## src/rtl/rvfi_step_scheduler.sv

```systemverilog
// In-order scheduler that steps the ISS once per retired RVFI instruction and checks its pc/insn.
// Define RVFI_STEP_SCHED_TIMEOUT_EN to add the step watchdog and the timeout_o port.
module rvfi_step_scheduler #(
  parameter int NRET    = 2,
  parameter int DEPTH   = 8,
  parameter int XLEN    = 32,
  parameter int ILEN    = 32,
  parameter int TIMEOUT = 1024
) (
  input  logic                 clk_i,
  input  logic                 rst_i,
  input  logic [NRET-1:0]      rvfi_valid_i,
  input  logic [NRET*64-1:0]   rvfi_order_i,
  input  logic [NRET*XLEN-1:0] rvfi_pc_i,
  input  logic [NRET*ILEN-1:0] rvfi_insn_i,
  output logic                 step_valid_o,
  input  logic                 step_ready_i,
  output logic [63:0]          step_order_o,
  input  logic                 rslt_valid_i,
  input  logic [XLEN-1:0]      rslt_pc_i,
  input  logic [ILEN-1:0]      rslt_insn_i,
  output logic                 busy_o,
  output logic                 halted_o,
  output logic                 mismatch_o,
  output logic                 order_err_o,
  output logic                 overflow_o,
  output logic [31:0]          steps_o
`ifdef RVFI_STEP_SCHED_TIMEOUT_EN
  ,
  output logic                 timeout_o
`endif
);
  localparam int PW = $clog2(DEPTH);
  localparam int CW = PW + 1;

  // IDLE: queue empty | ISSUE: request offered | WAIT: awaiting ISS result | HALT: error seen, absorbing
  typedef enum logic [1:0] {IDLE, ISSUE, WAIT, HALT} state_e;
  state_e state_q, state_d;

  logic [63:0]     ord_mem_q  [DEPTH];
  logic [XLEN-1:0] pc_mem_q   [DEPTH];
  logic [ILEN-1:0] insn_mem_q [DEPTH];

  logic [PW-1:0] wr_ptr_q, wr_ptr_d, rd_ptr_q, rd_ptr_d;
  logic [CW-1:0] occ_q, occ_d;
  logic [63:0]   exp_q, exp_d;
  logic          mis_q, mis_d, oerr_q, oerr_d, ovf_q, ovf_d;
  logic [31:0]   steps_q, steps_d;

  logic [CW-1:0] n_valid, occ_pop, free_cnt;
  logic [PW-1:0] lane_slot [NRET];
  logic          lower_ok, gap, ord_bad, pop, push, no_room, ovf_set, mis_set, tmo_set;

  always_comb begin
    n_valid  = '0;
    lower_ok = 1'b1;
    gap      = 1'b0;
    ord_bad  = 1'b0;
    exp_d    = exp_q;
    for (int l = 0; l < NRET; l++) begin
      lane_slot[l] = wr_ptr_q + n_valid[PW-1:0];
      if (rvfi_valid_i[l]) begin
        if (!lower_ok) gap = 1'b1;
        if (rvfi_order_i[l*64 +: 64] != exp_d) ord_bad = 1'b1;
        exp_d   = rvfi_order_i[l*64 +: 64] + 64'd1;
        n_valid = n_valid + CW'(1);
      end
      lower_ok = lower_ok & rvfi_valid_i[l];
    end

    // Room is judged after a same-cycle pop so a full-1 queue can take a pop plus a 2-lane push.
    pop      = (state_q == WAIT) && rslt_valid_i;
    occ_pop  = occ_q - CW'(pop);
    free_cnt = CW'(DEPTH) - occ_pop;
    no_room  = n_valid > free_cnt;
    push     = (n_valid != '0) && !no_room;
    ovf_set  = no_room && (state_q != HALT);
    if (!push) begin
      exp_d   = exp_q;
      gap     = 1'b0;
      ord_bad = 1'b0;
    end
    wr_ptr_d = push ? wr_ptr_q + n_valid[PW-1:0] : wr_ptr_q;
    rd_ptr_d = rd_ptr_q + PW'(pop);
    occ_d    = push ? occ_pop + n_valid : occ_pop;
  end

  assign mis_set = pop && ((rslt_pc_i != pc_mem_q[rd_ptr_q]) ||
                           (rslt_insn_i != insn_mem_q[rd_ptr_q]));

  always_comb begin
    state_d = state_q;
    case (state_q)
      IDLE:    if (occ_d != '0) state_d = ISSUE;
      ISSUE:   if (step_ready_i) state_d = WAIT;
      WAIT:    if (rslt_valid_i) state_d = (occ_d != '0) ? ISSUE : IDLE;
      default: state_d = HALT;
    endcase
    if (gap || ord_bad || ovf_set || mis_set || tmo_set) state_d = HALT;
  end

  assign mis_d   = mis_q | mis_set;
  assign oerr_d  = oerr_q | gap | ord_bad;
  assign ovf_d   = ovf_q | ovf_set;
  assign steps_d = (pop && (steps_q != '1)) ? steps_q + 32'd1 : steps_q;

  always_ff @(posedge clk_i or posedge rst_i) begin
    if (rst_i) begin
      state_q  <= IDLE;
      wr_ptr_q <= '0;
      rd_ptr_q <= '0;
      occ_q    <= '0;
      exp_q    <= '0;
      mis_q    <= 1'b0;
      oerr_q   <= 1'b0;
      ovf_q    <= 1'b0;
      steps_q  <= '0;
    end else begin
      state_q  <= state_d;
      wr_ptr_q <= wr_ptr_d;
      rd_ptr_q <= rd_ptr_d;
      occ_q    <= occ_d;
      exp_q    <= exp_d;
      mis_q    <= mis_d;
      oerr_q   <= oerr_d;
      ovf_q    <= ovf_d;
      steps_q  <= steps_d;
    end
  end

  always_ff @(posedge clk_i) begin
    if (push) begin
      for (int l = 0; l < NRET; l++) begin
        if (rvfi_valid_i[l]) begin
          ord_mem_q[lane_slot[l]]  <= rvfi_order_i[l*64 +: 64];
          pc_mem_q[lane_slot[l]]   <= rvfi_pc_i[l*XLEN +: XLEN];
          insn_mem_q[lane_slot[l]] <= rvfi_insn_i[l*ILEN +: ILEN];
        end
      end
    end
  end

`ifdef RVFI_STEP_SCHED_TIMEOUT_EN
  localparam int TW = $clog2(TIMEOUT + 1);
  logic [TW-1:0] tmo_cnt_q, tmo_cnt_d;
  logic          tmo_q;

  // Counts only while a request or result is outstanding; any handshake or result restarts it.
  always_comb begin
    tmo_cnt_d = '0;
    tmo_set   = 1'b0;
    if ((state_q == ISSUE && !step_ready_i) || (state_q == WAIT && !rslt_valid_i)) begin
      tmo_cnt_d = tmo_cnt_q + TW'(1);
      if (tmo_cnt_d == TW'(TIMEOUT)) tmo_set = 1'b1;
    end
  end

  always_ff @(posedge clk_i or posedge rst_i) begin
    if (rst_i) begin
      tmo_cnt_q <= '0;
      tmo_q     <= 1'b0;
    end else begin
      tmo_cnt_q <= tmo_cnt_d;
      tmo_q     <= tmo_q | tmo_set;
    end
  end

  assign timeout_o = tmo_q;
`else
  assign tmo_set = 1'b0;
`endif

  assign step_valid_o = (state_q == ISSUE);
  assign step_order_o = (state_q == ISSUE) ? ord_mem_q[rd_ptr_q] : '0;
  assign busy_o       = (occ_q != '0) || (state_q != IDLE);
  assign halted_o     = (state_q == HALT);
  assign mismatch_o   = mis_q;
  assign order_err_o  = oerr_q;
  assign overflow_o   = ovf_q;
  assign steps_o      = steps_q;

endmodule

```

## config.mk

```make
export PLATFORM = sky130hd
export DESIGN_NAME = rvfi_step_scheduler
export DESIGN_NICKNAME = d
export VERILOG_FILES = /design/src/rtl/rvfi_step_scheduler.sv
export SDC_FILE = /design/constraint.sdc
export NUM_CORES = 2
export LEC_CHECK = 0
export CAP_MARGIN = 20
export CORE_UTILIZATION = 36
export CTS_CLUSTER_DIAMETER = 40
export CTS_CLUSTER_SIZE = 40
export DETAILED_ROUTE_END_ITERATION = 16
export PLACE_DENSITY_LB_ADDON = 0.15
export SLEW_MARGIN = 15
export SYNTH_ARGS = -nofsm -noshare
export SYNTH_HDL_FRONTEND = slang
export SYNTH_SLANG_ARGS = --single-unit
```

## constraint.sdc

```tcl
create_clock -name clk_i -period 42.1 [get_ports clk_i]
set_input_delay 8.42 -clock clk_i [delete_from_list [all_inputs] [get_ports clk_i]]
set_output_delay 8.42 -clock clk_i [all_outputs]
set_load 0.01 [all_outputs]
```

* Word-level counts from Yosys, hierarchy flattened
Memories as Yosys holds them, arrays and structs flattened.
Index checks and enable logic that the tools add are counted.
** Word-level totals
- Input port bits :: 326
- RAM bits :: 1024
- Output and inout port bits :: 102
- Flip-flop bits (word level) :: 111
- Memories kept :: 3
- Word-level logic and storage cells :: 82
** Cells by class
- Muxes and demuxes :: 26
- Reduce and logical (&&, ||, !) cells :: 17
- $lt $le $gt $ge :: 1
- Equal/unequal tests :: 12
- $add $sub $neg :: 10
- Bitwise operators :: 4
** Memory list
- ord_mem_q :: words 8, bits a word 64, rd ports 1, clocked after Yosys merged registers in 0, write ports 2, RTL line 40 : logic [63:0] ord_mem_q [DEPTH];
- insn_mem_q :: words 8, bits a word 32, rd ports 1, clocked after Yosys merged registers in 0, write ports 2, RTL line 42 : logic [ILEN-1:0] insn_mem_q [DEPTH];
- pc_mem_q :: words 8, bits a word 32, rd ports 1, clocked after Yosys merged registers in 0, write ports 2, RTL line 41 : logic [XLEN-1:0] pc_mem_q [DEPTH];
** Operators with widths (number)
- $mux W64 :: 3
- $add A64 B1 Y64 const B :: 2
- $ne A64 B64 Y1 :: 2
- $ne A32 B32 Y1 :: 2
- $add A32 B1 Y32 const B :: 1
- $ne A32 B32 Y1 const B :: 1
- $mux W1 :: 16
- $reduce_bool A4 Y1 :: 3
- $mux W2 :: 4
- $mux W4 :: 2
- $add A3 B3 Y3 :: 2
- $pmux W2 S3 :: 1
- $logic_and A1 B1 Y1 :: 5
- $logic_or A1 B1 Y1 :: 5
- $add A4 B1 Y4 const B :: 1
- $add A4 B4 Y4 :: 1
- $eq A2 B2 Y1 const B :: 2
- $gt A4 B4 Y1 :: 1
- $or A1 B1 Y1 :: 4
- $sub A4 B1 Y4 :: 1
- $sub A4 B4 Y4 const A :: 1
- $add A3 B1 Y3 :: 1
- $ne A3 B1 Y1 const B :: 1
- $ne A3 B2 Y1 const B :: 1
- 7 further kinds :: 7

* Depth between registers and ports, before layout
- Word-level depth :: 13
- Mapped depth :: 19
- Mapped depth without buffers :: 18

* Least setup slack after synthesis
Ideal clock, no wire load.
- Path kind :: input -> register
- From :: input port rslt_valid_i
- To :: memory insn_mem_q[3][0], enable pin
- Arrival :: 20.467 ns
- Path buffers :: 2
- Cell stages on the path :: 16
- Slack :: 20.830 ns
- Cells stage by stage :: nand2_1 > or2_2 > inv_1 > ha_1 > ha_1 > ha_1 > inv_1 > ha_1 > nor2b_1 > o21ai_0 > a21oi_1 > nor2_1 > clkbuf_1 > clkbuf_1 > nand2_1 > o31ai_1
** RTL lines
- start, declared :: RTL line 19 : input logic rslt_valid_i,
- end, declared :: RTL line 42

==> summary.md <==
| Metric | Value |
|---|---|
| Final non-filler cell total | 7407 |
| Detailed-route via count | 41958 |
| Cts bufs inserted | 203 |
| Initial antenna violation count | 33 |
| CP bufs+invs | 7 |
| Met3 wire length | 12.6 mm |
| Most numerous cell on the critical path | ha_1 |
| GPL Wtd Cong | 0.991 |
| Crit path kind | in2reg |
| Critical path's slowest cell | buf_4 |
| Tot GR Track Use | 25.1% |
| Worst-Skew Late Latency | 0.88 ns |
| Core Footprint | 174000 um2 |
| Final hold vios | 0 |
| Crit path arrival time | 14.50 ns |
| Peak VDD IR | 52.1 uV |
| Syn. warnings | 0 |
| Routed Antenna Nets | 0 |
| Fin crit share | 33.4% |
| Layout area overhead | 22.7% |
| Root buffer cell | clkbuf_16 |
| Buffers on Ports | 427 |
| Status | finished, final reports clean |
| Post-CTS setup buffers | 0 |
| Sink Count | 1135 |
| Worst hold path type | reg2reg |
| Vias in the first global route | 42909 |
| Via density | 5.66 |
| Flops & latches, synth | 1135 |
| Worst hold stages | 1 |
| Most frequent cells in the layout | edfxtp_1 (1024), mux2_2 (942), clkdlybuf4s50_1 (425) |
| Leak | 25.5 nW |
| Top sig layer | met5 |
| Max Fclk | 71.1 MHz |
| Initial cell density of the core | 36.2% |
| Clk_skew | 0.0552 ns |
| Syn Inst Count | 4524 |
| Largest net degree at the start of global routing | 142 |
| Hold Path Sink | order_err_o |
| WL met1 | 92.8 mm |
| Post-Syn Area | 63100 um2 |
| Post-synth top flop | edfxtp_1 |
| Worst R2R Start | rd_ptr_q[0] |
| RSZ-0062 raised after global routing | no |
| Final Instance Area | 77400 um2 |
| I/O pin total | 428 |
| Crit path max-delay family | buffers and inverters |
| CTS resizes | 0 |
| H-Tree Depth | 4 |
| Crit path time final | 14.06 ns |
| CP Data Required Time | 42.54 ns |
| WL met2 | 111 mm |
| Bufs on Longest Clock Path | 3 |
| Max_cap viols | 0 |
| Clock transition at the registers of the reported paths | 0.06 ns |
| Syn nets | 4870 |
| Share of the synthesized area in the top cell type | 48.8% |
| Setup crit start kind | primary input |
| Die area | 177000 um2 |
| Share of flip-flops with an asynchronous set or reset | 9.78% |
| Reg2Reg Depth | 12 |
| CP endpoint kind | flop |
| Post-synthesis cell type count | 80 |
| CP cell instances | clkdlybuf4s50_1 -> nand2_1 -> or2_2 -> inv_1 -> ha_1 -> ha_1 -> ha_1 -> inv_1 -> ha_1 -> nor2b_1 -> o21ai_0 -> nand2b_1 -> o221ai_2 -> buf_4 -> nor2_2 -> nand2_1 -> nor3_2 -> buf_12 -> or2_4 -> buf_4 -> buf_4 |
| CTS tree | yes |
| Initial DRC count | 3605 |
| Die Y | 421 um |
| Area of the multi-input gates | 28000 um2 |
| Routed wire per std cell | 30.1 um |
| First-pass GRT wire length | 319 mm |
| CP max stage delay | 0.88 ns |
| Seq/Total Area, Yosys | 53.2% |
| Hold Buf Count CTS | 0 |
| Setup Viol. Count Final | 0 |
| Power per standard cell area | 59.3 nW/um2 |
| Dpl cells | 7020 |
| Slew at the pin with the worst max-slew slack | 1.22 ns |
| Die X-Extent | 421 um |
| Area leader, netlist | edfxtp_1 |
| Relative slew slack | 18.7% |
| Most common cell after layout, fill and taps aside | edfxtp_1 |
| Worst reg2reg endpoint | state_q[0] |
| Post-DP HPWL | 140 mm |
| R2r setup slk | 35.59 ns |
| Post-Route Utilization | 44.5% |
| Post-DP Area | 70100 um2 |
| CP startpoint | rslt_valid_i |
| Top cells by area, synth | edfxtp_1 (49%), mux2_2 (17%), mux4_2 (9.1%) |
| Max FO, Critical Path | 101 |
| Core Rows | 153 |
| Post-route setup TNS | 0 ns |
| Fraction of layout cells with a size suffix above 1 | 34.1% |
| WL final | 223 mm |
| FF/Latch Area | 33500 um2 |
| Pre-antenna DRT Iters | 7 |
| Post-synth EDFFs | 1024 |
| Mean Syn Cell Area | 13.9 um2 |
| Fillers | 15802 |
| Hold Startpoint | order_err_o |
| Final #Nets | 5246 |
| Post-route DRC violation count | 0 |
| Slew Viols, Final | 0 |
| GR Overflow Total | 0 |
-- stage by stage --
step           total power [mW]  setup WS [ns]  hold slack [ns]
2_1_floorplan              2.49          20.83            0.477
3_3_place_gp               2.86          27.11            0.452
3_5_place_dp               2.88          27.14            0.455
4_1_cts                    4.64          28.00            0.470
5_1_grt                    4.76          27.71            0.501
6_report                   4.59          28.04            0.469
-- flip-flops by register name, indices dropped and copies added, names as in the netlist --
name / cells
exp_q: 64
insn_mem_q: 256
mismatch_o: 1
occ_q: 4
ord_mem_q: 512
order_err_o: 1
overflow_o: 1
pc_mem_q: 256
rd_ptr_q: 3
state_q: 2
steps_o: 32
wr_ptr_q: 3
-- how the worst max path moves through the flow --
stage	slack, ns	endpoint	cells past startpoint
4_1_cts	28.00	ord_mem_q[2][21]	21
5_1_grt	27.71	ord_mem_q[0][3]	21
3_3_place_gp	27.11	ord_mem_q[2][20]	21
3_5_place_dp	27.14	ord_mem_q[2][20]	21
2_1_floorplan	20.83	insn_mem_q[3][0]	16
6_report	28.04	ord_mem_q[2][21]	21
-- synthesized netlist by cell type (60+ instances only) --
library cell     n
a21oi_1         80
buf_1           69
clkbuf_1       315
dfrtp_1        111
edfxtp_1      1024
mux2_2         942
mux2i_1        136
mux4_2         256
nand2_1        192
nand3_1        100
nand4_1         75
nor2_1         204
nor4_1          62
o21ai_0        136
o22ai_1         60
xnor2_1        213
xor2_1         159
-- per-layer routing --
metal	vias up	global-route usage, %
li1	18303	-
met1	21804	32.3
met2	1426	42.5
met3	393	4.54
met4	32	7.81
met5	-	0
-- kinds of logic after synthesis --
logic type	share of synthesized area (%)
fa+ha+maj	0.421
xor+xnor	5.24
compound gates	3.73
buf+inv	2.76
flops	53.2
simple gates	6.58
mux	28.1
-- worst register-to-register path: cells and delay by family, from the launching register on --
| kind | cells | cell delay, ns |
|---|---|---|
| muxes | 2 | 1.10 |
| DFF | 1 | 0.93 |
| xor gates and xnor gates | 1 | 0.22 |
| and+or+nand+nor | 6 | 2.44 |
| buffers and inverters | 3 | 1.66 |
-- power by group --
group          leakage, nW  switching [mW]  internal [mW]
registers             10.7           0.107           1.59
clock network         3.48           0.626           1.12
logic                 11.4           0.697          0.452
total                 25.5            1.43           3.16
-- area by class of cell --
class                   count  share of cell area, %
flip-flops and latches   1135                   43.3
inverters                  56                  0.275
clock inverters           149                   2.61
well taps                2325                   3.76
repair buffers            571                   7.05
clock buffers             230                   6.81
multi-input cells        2933                   36.1
diodes                      8                 0.0259
(Power assumes the default switching activity.)
